<file path="config.mk">
export PLATFORM = sky130hd
export DESIGN_NAME = pe_result_drain
export DESIGN_NICKNAME = d
export VERILOG_FILES = /design/src/rtl/pe_result_drain_pkg.sv /design/src/rtl/sync_fifo.sv /design/src/rtl/pe_result_drain.sv
export SDC_FILE = /design/constraint.sdc
export NUM_CORES = 1
export LEC_CHECK = 0
export ABC_CLOCK_PERIOD_IN_PS = 2000
export CORE_ASPECT_RATIO = 0.5
export CORE_MARGIN = 5
export CORE_UTILIZATION = 30
export CTS_CLUSTER_DIAMETER = 40
export CTS_CLUSTER_SIZE = 30
export DETAILED_ROUTE_END_ITERATION = 16
export GPL_ROUTABILITY_DRIVEN = 0
export PLACE_DENSITY_LB_ADDON = 0.2
export SLEW_MARGIN = 20
export SYNTH_ARGS = -nofsm -noshare
export SYNTH_HDL_FRONTEND = slang
export SYNTH_SLANG_ARGS = --single-unit
export TNS_END_PERCENT = 1
</file>
<file path="constraint.sdc">
create_clock -name clk -period 2 [get_ports clk]
set_input_delay 0.4 -clock clk [delete_from_list [all_inputs] [get_ports clk]]
set_output_delay 0.4 -clock clk [all_outputs]
set_load 0.05 [all_outputs]
</file>
<file path="src/rtl/pe_result_drain_pkg.sv">
// ---------------------------------------------------------------------------
// pe_result_drain_pkg
// Shared PE interface types plus the drain-side result word.
//   PE_STATE      : PE controller state encoding (PE_DONE marks a finished
//                   accumulation whose data is valid on the packet).
//   PE_OUT_PACKET : PE output packet = accumulated data + PE state.
//   RESULT_WORD   : quantized result as seen downstream (data, idx, last).
// Width defaults live here as defines so every block agrees on them.
// ---------------------------------------------------------------------------
`ifndef CNN_XLEN
`define CNN_XLEN 16
`endif
`ifndef OUT_WID
`define OUT_WID 8
`endif
`ifndef FRAC_SHIFT
`define FRAC_SHIFT 4
`endif

package pe_result_drain_pkg;

    typedef enum logic [1:0] {
        PE_IDLE = 2'd0,
        PE_LOAD = 2'd1,
        PE_ACC  = 2'd2,
        PE_DONE = 2'd3
    } PE_STATE;

    typedef struct packed {
        logic signed [`CNN_XLEN-1:0] data;
        PE_STATE                     PE_state;
    } PE_OUT_PACKET;

    // Index width for the default group size of 16 results.
    localparam int RESULT_IDX_WID = 4;

    typedef struct packed {
        logic [`OUT_WID-1:0]       data;
        logic [RESULT_IDX_WID-1:0] idx;
        logic                      last;
    } RESULT_WORD;

endpackage

</file>
<file path="src/rtl/sync_fifo.sv">
// ---------------------------------------------------------------------------
// sync_fifo
// Single-clock FIFO with occupancy count. DEPTH must be a power of two so
// the pointers wrap naturally.
//   clk, reset : clock, asynchronous active-high reset (empties the FIFO)
//   push       : request to write push_data
//   push_data  : write data
//   pop        : remove head entry (ignored when empty)
//   head_data  : current head entry (read mux on the read pointer)
//   count      : number of stored entries, 0..DEPTH
//   drop       : push requested but not accepted this cycle
// A push into a full FIFO is still accepted when a pop happens in the same
// cycle: the head leaves on the same edge the new word lands.
// ---------------------------------------------------------------------------
module sync_fifo #(
    parameter  int WIDTH = 8,
    parameter  int DEPTH = 4,
    localparam int AW    = $clog2(DEPTH),
    localparam int CW    = $clog2(DEPTH + 1)
) (
    input  logic             clk,
    input  logic             reset,
    input  logic             push,
    input  logic [WIDTH-1:0] push_data,
    input  logic             pop,
    output logic [WIDTH-1:0] head_data,
    output logic [CW-1:0]    count,
    output logic             drop
);

    logic [WIDTH-1:0] mem [DEPTH];
    logic [AW-1:0]    rd_ptr;
    logic [AW-1:0]    wr_ptr;
    logic             pop_ok;
    logic             push_ok;

    assign pop_ok    = pop && (count != '0);
    assign push_ok   = push && ((count < CW'(DEPTH)) || pop_ok);
    assign drop      = push && !push_ok;
    assign head_data = mem[rd_ptr];

    always_ff @(posedge clk or posedge reset) begin
        if (reset) begin
            rd_ptr <= '0;
            wr_ptr <= '0;
            count  <= '0;
        end else begin
            if (push_ok) wr_ptr <= wr_ptr + AW'(1);
            if (pop_ok)  rd_ptr <= rd_ptr + AW'(1);
            case ({push_ok, pop_ok})
                2'b10:   count <= count + CW'(1);
                2'b01:   count <= count - CW'(1);
                default: count <= count;
            endcase
        end
    end

    // Storage needs no reset; only entries below count are ever observed.
    always_ff @(posedge clk) begin
        if (push_ok) mem[wr_ptr] <= push_data;
    end

endmodule

</file>
<file path="src/rtl/pe_result_drain.sv">
// ---------------------------------------------------------------------------
// pe_result_drain
// Receives PE output packets, captures the data on PE_DONE, rescales,
// optionally rectifies and saturates it, buffers it and streams it out.
//   clk, reset   : clock, asynchronous active-high reset
//   pe_out_pk    : PE result packet (data + PE_state)
//   relu_en      : ReLU enable, captured with the data
//   pe_hold      : advisory hold to the PE controller (registered)
//   out_valid    : out_data holds a result
//   out_ready    : downstream accepts the word
//   out_data     : quantized signed result
//   out_idx      : position of the head word within its output group
//   out_last     : head word is the final word of its group
//   overflow_err : sticky, a result was dropped because the FIFO was full
//
// Output handshake: a word transfers on a rising edge where out_valid and
// out_ready are both high. out_valid depends only on registered FIFO state
// (never on out_ready), and once high the word stays put until it transfers.
// ---------------------------------------------------------------------------
module pe_result_drain
    import pe_result_drain_pkg::*;
#(
    parameter  int DATA_WID    = `CNN_XLEN,
    parameter  int OUT_WID     = `OUT_WID,
    parameter  int FRAC_SHIFT  = `FRAC_SHIFT,
    parameter  int FIFO_DEPTH  = 4,
    parameter  int HOLD_MARGIN = 3,
    parameter  int OUT_CNT     = 16,
    localparam int IDX_WID     = $clog2(OUT_CNT),
    localparam int CNT_WID     = $clog2(FIFO_DEPTH + 1)
) (
    input  logic               clk,
    input  logic               reset,
    input  PE_OUT_PACKET       pe_out_pk,
    input  logic               relu_en,
    output logic               pe_hold,
    output logic               out_valid,
    input  logic               out_ready,
    output logic [OUT_WID-1:0] out_data,
    output logic [IDX_WID-1:0] out_idx,
    output logic               out_last,
    output logic               overflow_err
);

    localparam logic signed [DATA_WID-1:0] SAT_MAX = DATA_WID'((1 << (OUT_WID - 1)) - 1);
    localparam logic signed [DATA_WID-1:0] SAT_MIN = ~SAT_MAX;

    // Capture stage
    logic                       cap_valid;
    logic signed [DATA_WID-1:0] cap_data;
    logic                       cap_relu;
    logic                       pe_done;

    assign pe_done = (pe_out_pk.PE_state == PE_DONE);

    always_ff @(posedge clk or posedge reset) begin
        if (reset) begin
            cap_valid <= 1'b0;
            cap_data  <= '0;
            cap_relu  <= 1'b0;
        end else begin
            cap_valid <= pe_done;
            if (pe_done) begin
                cap_data <= pe_out_pk.data[DATA_WID-1:0];
                cap_relu <= relu_en;
            end
        end
    end

    // Quantization: shift, rectify, then clamp into the OUT_WID signed range.
    logic signed [DATA_WID-1:0] shifted;
    logic signed [DATA_WID-1:0] rectified;
    logic        [OUT_WID-1:0]  q_word;

    always_comb begin
        shifted   = cap_data >>> FRAC_SHIFT;
        rectified = (cap_relu && shifted[DATA_WID-1]) ? '0 : shifted;
        if (rectified > SAT_MAX)      q_word = SAT_MAX[OUT_WID-1:0];
        else if (rectified < SAT_MIN) q_word = SAT_MIN[OUT_WID-1:0];
        else                          q_word = rectified[OUT_WID-1:0];
    end

    // Result buffer
    logic [OUT_WID-1:0] head_data;
    logic [CNT_WID-1:0] fifo_count;
    logic               fifo_drop;
    logic               xfer;

    assign out_valid = (fifo_count != '0);
    assign xfer      = out_valid && out_ready;
    assign out_data  = out_valid ? head_data : '0;
    assign out_last  = (out_idx == IDX_WID'(OUT_CNT - 1));

    sync_fifo #(
        .WIDTH (OUT_WID),
        .DEPTH (FIFO_DEPTH)
    ) u_fifo (
        .clk       (clk),
        .reset     (reset),
        .push      (cap_valid),
        .push_data (q_word),
        .pop       (xfer),
        .head_data (head_data),
        .count     (fifo_count),
        .drop      (fifo_drop)
    );

    // The hold counts the word sitting in the capture stage as already
    // occupying a slot, since it will be written regardless of pe_hold.
    logic hold_next;

    always_comb begin
        hold_next = (FIFO_DEPTH - int'(fifo_count) - int'(cap_valid)) <= HOLD_MARGIN;
    end

    always_ff @(posedge clk or posedge reset) begin
        if (reset) begin
            pe_hold      <= 1'b0;
            overflow_err <= 1'b0;
            out_idx      <= '0;
        end else begin
            pe_hold <= hold_next;
            if (fifo_drop) overflow_err <= 1'b1;
            if (xfer) begin
                out_idx <= (out_idx == IDX_WID'(OUT_CNT - 1)) ? '0 : out_idx + IDX_WID'(1);
            end
        end
    end

endmodule

</file>
==> metrics.sh <==
CRIT-REG2REG-LAUNCH='u_fifo.count[1]'
UNREPAIRED_SETUP_ENDPOINTS_AFTER_GLOBAL_ROUTING='true'
SYN_INST=162
VIASPERCELL=4.33
TOTAL_GR_OVERFLOW=0
SLEW_VIOL_FINAL=0
FAILED_CHECKS='negative setup slack'
FIRST_ITER_VIOLATIONS=25
SYNTH.NET_COUNT=195
DRCVIOLATIONCOUNT=0
TIMING.MAX_CAP.VIOLATIONS=0
NUMBER_OF_SYNTHESIZED_REGISTER_BITS=59
POST-ROUTE-MIN-PERIOD_NS=2.07
SETUP_CRIT_END_KIND='primary output'
YOSYS_WARNINGS=0
NETLIST_AREA_BEFORE_PLACEMENT_SQ_MM=0.00254
POWER_DENSITY_mW_PER_MM2=1620
CORE_AREA_SQ_MM=0.00812
CRITICAL_PATH.STARTPOINT_TYPE='register'
POST_SYNTH_MAIN_AREA_CONTRIBUTORS='sky130_fd_sc_hd__edfxtp_1 (38%), sky130_fd_sc_hd__dfrtp_1 (27%), sky130_fd_sc_hd__mux4_2 (7.1%), sky130_fd_sc_hd__mux2_2 (6.2%), sky130_fd_sc_hd__ha_1 (4.9%)'
FIRST_PASS_ITERS=2
POWER.STATIC_LEAKAGE_nW=1.49
COUNT_OF_HOLD_FIX_BUFFERS_INSERTED_AT_CTS=0
MOST-COMMON-LAYOUT-CELLS='sky130_fd_sc_hd__edfxtp_1 (32), sky130_fd_sc_hd__dfrtp_1 (26), sky130_fd_sc_hd__clkdlybuf4s50_1 (19)'
SYNTH_SEQUENTIAL_AREA_RATIO=0.644
OUTCOME='finished with violations'
PORT_BUFFER_COUNT=33
SYNTH.LIB_CELLS_USED.DISTINCT=28
ROUTED_WIRE_LENGTH_PER_INSTANCE_MICRONS=14.6
GLOBAL_ROUTE.USAGE.TOTAL=0.105
DIE_W_MICRONS=140
DESIGN.DIE.AREA_SQ_MM=0.0105
VIAS=1476
TOTALNEGATIVESETUPSLACK_NS=-0.468
CLKLATENCYLATEPIN_NS=0.32
WORST-PATH-MAX-FANOUT=8
DP_HPWL_MM=3.45
WORSTPATHARRIVAL_NS=1.67
SYNTH_FLOP_CELL='sky130_fd_sc_hd__edfxtp_1'
TRITONCTS.NUM_BUFFERS=9
TIMING.FINAL.SETUP_VIOLATIONS=9
POST_ROUTE_CELLS_DRIVE_ABOVE_1_SHARE=0.397
SYNTH_TOP_CELL_BY_AREA='sky130_fd_sc_hd__edfxtp_1'
SYN2LAYOUT_AREA_GROWTH_PCT=45.8
CLK_PIN_SLEW_WORST_PATHS_NS=0.05
PEAKVDDDROP_V=0.000687
SYNTH-EDFF-COUNT=32
YOSYSTOPAREACELLSHARE=0.378
CP_DATA_REQUIRED_TIME_NS=1.60
DRT.ANTENNA.VIOLATING_NETS=0
TIMING_WORST_SLEW_PIN_VALUE_NS=0.611
FINAL-INSTANCE-COUNT-EXCL-FILL=341
INITIAL_CORE_UTILIZATION=0.313
CTS_ROOT_BUFFER='sky130_fd_sc_hd__clkbuf_16'
TRITONCTS='built'
TIMING_HOLD_VIOLATIONS_FINAL=0
NUM_ROWS=23
TIMING.CLOCK.SKEW_NS=0.00493
FIRST_GLOBAL_VIAS=1651
LAYOUT.CELLS.MOST_COMMON='sky130_fd_sc_hd__edfxtp_1'
WORST_SETUP_PATH_STARTPOINT='u_fifo.rd_ptr[0]'
DIE-HEIGHT_MICRONS=75.1
IO_PINS=38
SINK_COUNT=59
GRT_MAX_DEGREE=28
SETUP_WS_NS=-0.0692
CRIT_TYPE='register to primary output'
MAXCLOCKFREQUENCY_MHz=483
N_ANTENNA_CELL=0
FINAL.PERIOD_UTILIZATION=1.03
MIN_PATH_TYPE='primary input to asynchronous set/reset pin'
GRT_ANTENNA_BEFORE_REPAIR=0
WIRE_LENGTH_OF_THE_FIRST_GLOBAL_ROUTING_PASS_MM=8.31
NETS=257
ROUTE.FINAL.WIRE_LENGTH_MM=4.96
CLK_PATH_BUF_DEPTH=2
ASYNC_SET_RESET_FLOP_SHARE_OUT_OF_SYNTHESIS=0.458
PLACEDCELLCOUNT=321
H-TREE-DEPTH=3
MAXSLEWHEADROOM=0.591
SYNTHESIZED_AREA_PER_CELL_SQ_UM=15.7
final cells by class:
cell class,instances,area [sq um]
fillers,725,4410
flip-flops and latches,59,1640
multi-input cells,86,905
repair buffers,55,649
clock buffers,9,225
well taps,112,140
clock inverters,7,92.6
inverters,13,56.3
repair_timing:
item,CTS,global route
resized for setup,34,5
pin swaps,8,1
setup buffers,3,0
setup endpoints to repair,9,10
gates cloned,1,0
state kept, by name, summed over array words and instances (netlist names):
name / cells
u_fifo.wr_ptr: 2
u_fifo.count: 3
out_idx: 4
cap_relu: 1
overflow_err: 1
pe_hold: 1
u_fifo.mem: 32
cap_valid: 1
u_fifo.rd_ptr: 2
cap_data: 12
metal layers:
metal	wire length, microns	GRT usage	vias up
met5	0	0	-
met4	61	0.0354	0
met3	171	0.0336	8
met2	2510	0.184	18
met1	2220	0.126	730
li1	-	-	720
where the power goes:
group / total [mW] / internal, mW / switching, mW
registers: 1.75 / 1.56 / 0.189
logic: 2.68 / 1.33 / 1.35
clock network: 1.60 / 1.08 / 0.512
total: 6.02 / 3.97 / 2.05
synth_stat cells, types with 3 or more instances:
cell type / n
sky130_fd_sc_hd__and2_1: 9
sky130_fd_sc_hd__and3_1: 5
sky130_fd_sc_hd__dfrtp_1: 27
sky130_fd_sc_hd__edfxtp_1: 32
sky130_fd_sc_hd__ha_1: 10
sky130_fd_sc_hd__inv_1: 13
sky130_fd_sc_hd__mux2_2: 14
sky130_fd_sc_hd__mux4_2: 8
sky130_fd_sc_hd__nand2_1: 3
sky130_fd_sc_hd__o21a_1: 7
sky130_fd_sc_hd__o21ai_0: 5
sky130_fd_sc_hd__xnor2_1: 5
metrics by stage:
step	util	worst slack [ns]	power, mW	hold slack [ns]	cell area [sq um]
2_1_floorplan	-	0.00419	3.23	0.453	2570
3_5_place_dp	0.397	-0.281	4.03	0.471	3220
5_1_grt	0.457	-0.128	6.35	0.508	3710
4_1_cts	0.455	-0.0893	6.08	0.465	3690
3_3_place_gp	0.397	-0.232	3.98	0.476	3220
6_report	0.457	-0.0692	6.02	0.451	3710
worst max-delay path, stage by stage, from the launching register on:
cell,delay (ns)
sky130_fd_sc_hd__dfrtp_1,0.38
sky130_fd_sc_hd__buf_12,0.16
sky130_fd_sc_hd__mux4_2,0.51
sky130_fd_sc_hd__and2_4,0.16
sky130_fd_sc_hd__buf_8,0.14
cells by family (layout without fill, tap and decap cells):
kind of cell,Yosys count,after routing,share of synthesized area
adder cells (fa/ha/maj),11,11,0.0571
AO/OA/AOI/OAI,15,15,0.0374
flip-flops,59,59,0.644
buffers and inverters,17,84,0.0295
XOR/XNOR,7,7,0.0241
multiplexers,24,24,0.141
AND/OR/NAND/NOR,29,29,0.0670
path summary, 6_finish.rpt:
path	cells after the start	end	slack, ns
max in group asynchronous	3	u_fifo.rd_ptr[1]	1.26
hold / removal	3	cap_data[12]	0.45
min in group clk	1	overflow_err	0.49
setup reg to reg	10	u_fifo.count[2]	0.12
setup / recovery	4	out_data[6]	-0.07
hold reg to reg	1	overflow_err	0.49
(Power assumes the default switching activity.)
==> edit (same settings) <==
The parameter `OUT_CNT` goes from 16 to 8.
--- a/src/rtl/pe_result_drain.sv
+++ b/src/rtl/pe_result_drain.sv
@@ -25,7 +25,7 @@
     parameter  int FRAC_SHIFT  = `FRAC_SHIFT,
     parameter  int FIFO_DEPTH  = 4,
     parameter  int HOLD_MARGIN = 3,
-    parameter  int OUT_CNT     = 16,
+    parameter  int OUT_CNT     = 8,
     localparam int IDX_WID     = $clog2(OUT_CNT),
     localparam int CNT_WID     = $clog2(FIFO_DEPTH + 1)
 ) (
Interface: changed (resized out_idx); port bits go from 38 to 37. The function was not compared with the original's and may differ.
==> edit against the unedited design <==
  * The run still ends with negative setup slack left
  * Non-clock buffer count fell by 1
  * Wire length increased by 0.73%
  * Sequential cell count decreased by 1
  * Worst setup slack got worse by 0.0035 ns
  * Maximum frequency down 0.17%
  * Total power is 1.8% lower
  * Final area down 2.1%
  * Global-route usage grew 0.18 points
  * First-iteration DRC count increased by 84%
  * Synthesized area decreased by 1.8%
  * Combinational power is 1% lower
  * Via count decreased by 3.7%
==> edit: results (changes against the unedited design) <==
Logic pwr share=44.6% (about the same); multi-input combinational cell area=873 um2 (-3.5%); met3 wire len=204 um (+19%); number of multi-input combinational cells=81 (-5.8%); met1 Resource Use GR=12.3% (-0.27 points); internal power=3.92 mW (-1.3%); final core utilization=45.0% (-0.65 points); Post-DP HPWL=3430 um (-0.61%); Synth Area in Adders=6.32% (+0.60 points); relative slew slack=56.8% (-2.3 points); Mapped Cells=157 (-3.1%); Place WS=-0.213 ns (+0.0685 ns); Final non-clock buffer share=17.5% (-0.033 points); vias after detailed routing=1422 (-3.7%); crit path max-delay cell type=dfrtp_1; count of final setup violators=8 (-1); Crit Path Max Fanout=9 (+1); global-route wire length before repair=8090 um (-2.7%); FF+latch area=1610 um2 (-1.6%); Post-synth ARST share=44.8% (-0.94 points); mux cell area share after synthesis=14.4% (+0.30 points); XOR/XNOR Fraction of Synth Area=2.11% (-0.31 points); GR Layer Usage met3=3.73% (+0.36 points); run status=complete, but fails checks; Cells after DPL=315 (-1.9%); initial DRC count=46 (+84%); GRT Overall Usage=10.7% (+0.18 points); nonclk inv count=14 (+1); Post-Route WL=5000 um (+0.73%); switching share of power=33.7% (-0.35 points); clock tree sinks=58 (-1.7%); final worst slack=-0.0727 ns (-0.00346 ns); WL/cell=15.0 um (+2.8%); sequential area share after synthesis=64.6% (+0.16 points); Fillers=723 (-0.28%); failing checks=negative setup slack
-- edit: final timing paths --
| check | cells past startpoint | endpoint | slack (ns) | from |
|---|---|---|---|---|
| worst max-delay path | 3 | out_data[5] | -0.07 | u_fifo.rd_ptr[1]$_DFFE_PP0P_ |
| worst min-delay path | 3 | out_idx[2]$_DFFE_PP0P_ | 0.44 | reset |
| worst max register to register | 11 | u_fifo.count[2]$_DFFE_PP0P_ | 0.03 | u_fifo.count[1]$_DFFE_PP0P_ |
| worst min register to register | 1 | overflow_err$_DFFE_PP0P_ | 0.49 | overflow_err$_DFFE_PP0P_ |
| max in group asynchronous | 3 | cap_data[11]$_DFFE_PP0P_ | 1.30 | reset |
| min in group clk | 1 | overflow_err$_DFFE_PP0P_ | 0.49 | overflow_err$_DFFE_PP0P_ |
-- edit: repair_timing --
item,4_1_cts,5_1_grt
setup buffers,2,1
resized for setup,34,5
setup endpoints to repair,9,12
endpoints found under the hold margin,0,0
pin swaps,9,1
cloned,1,0
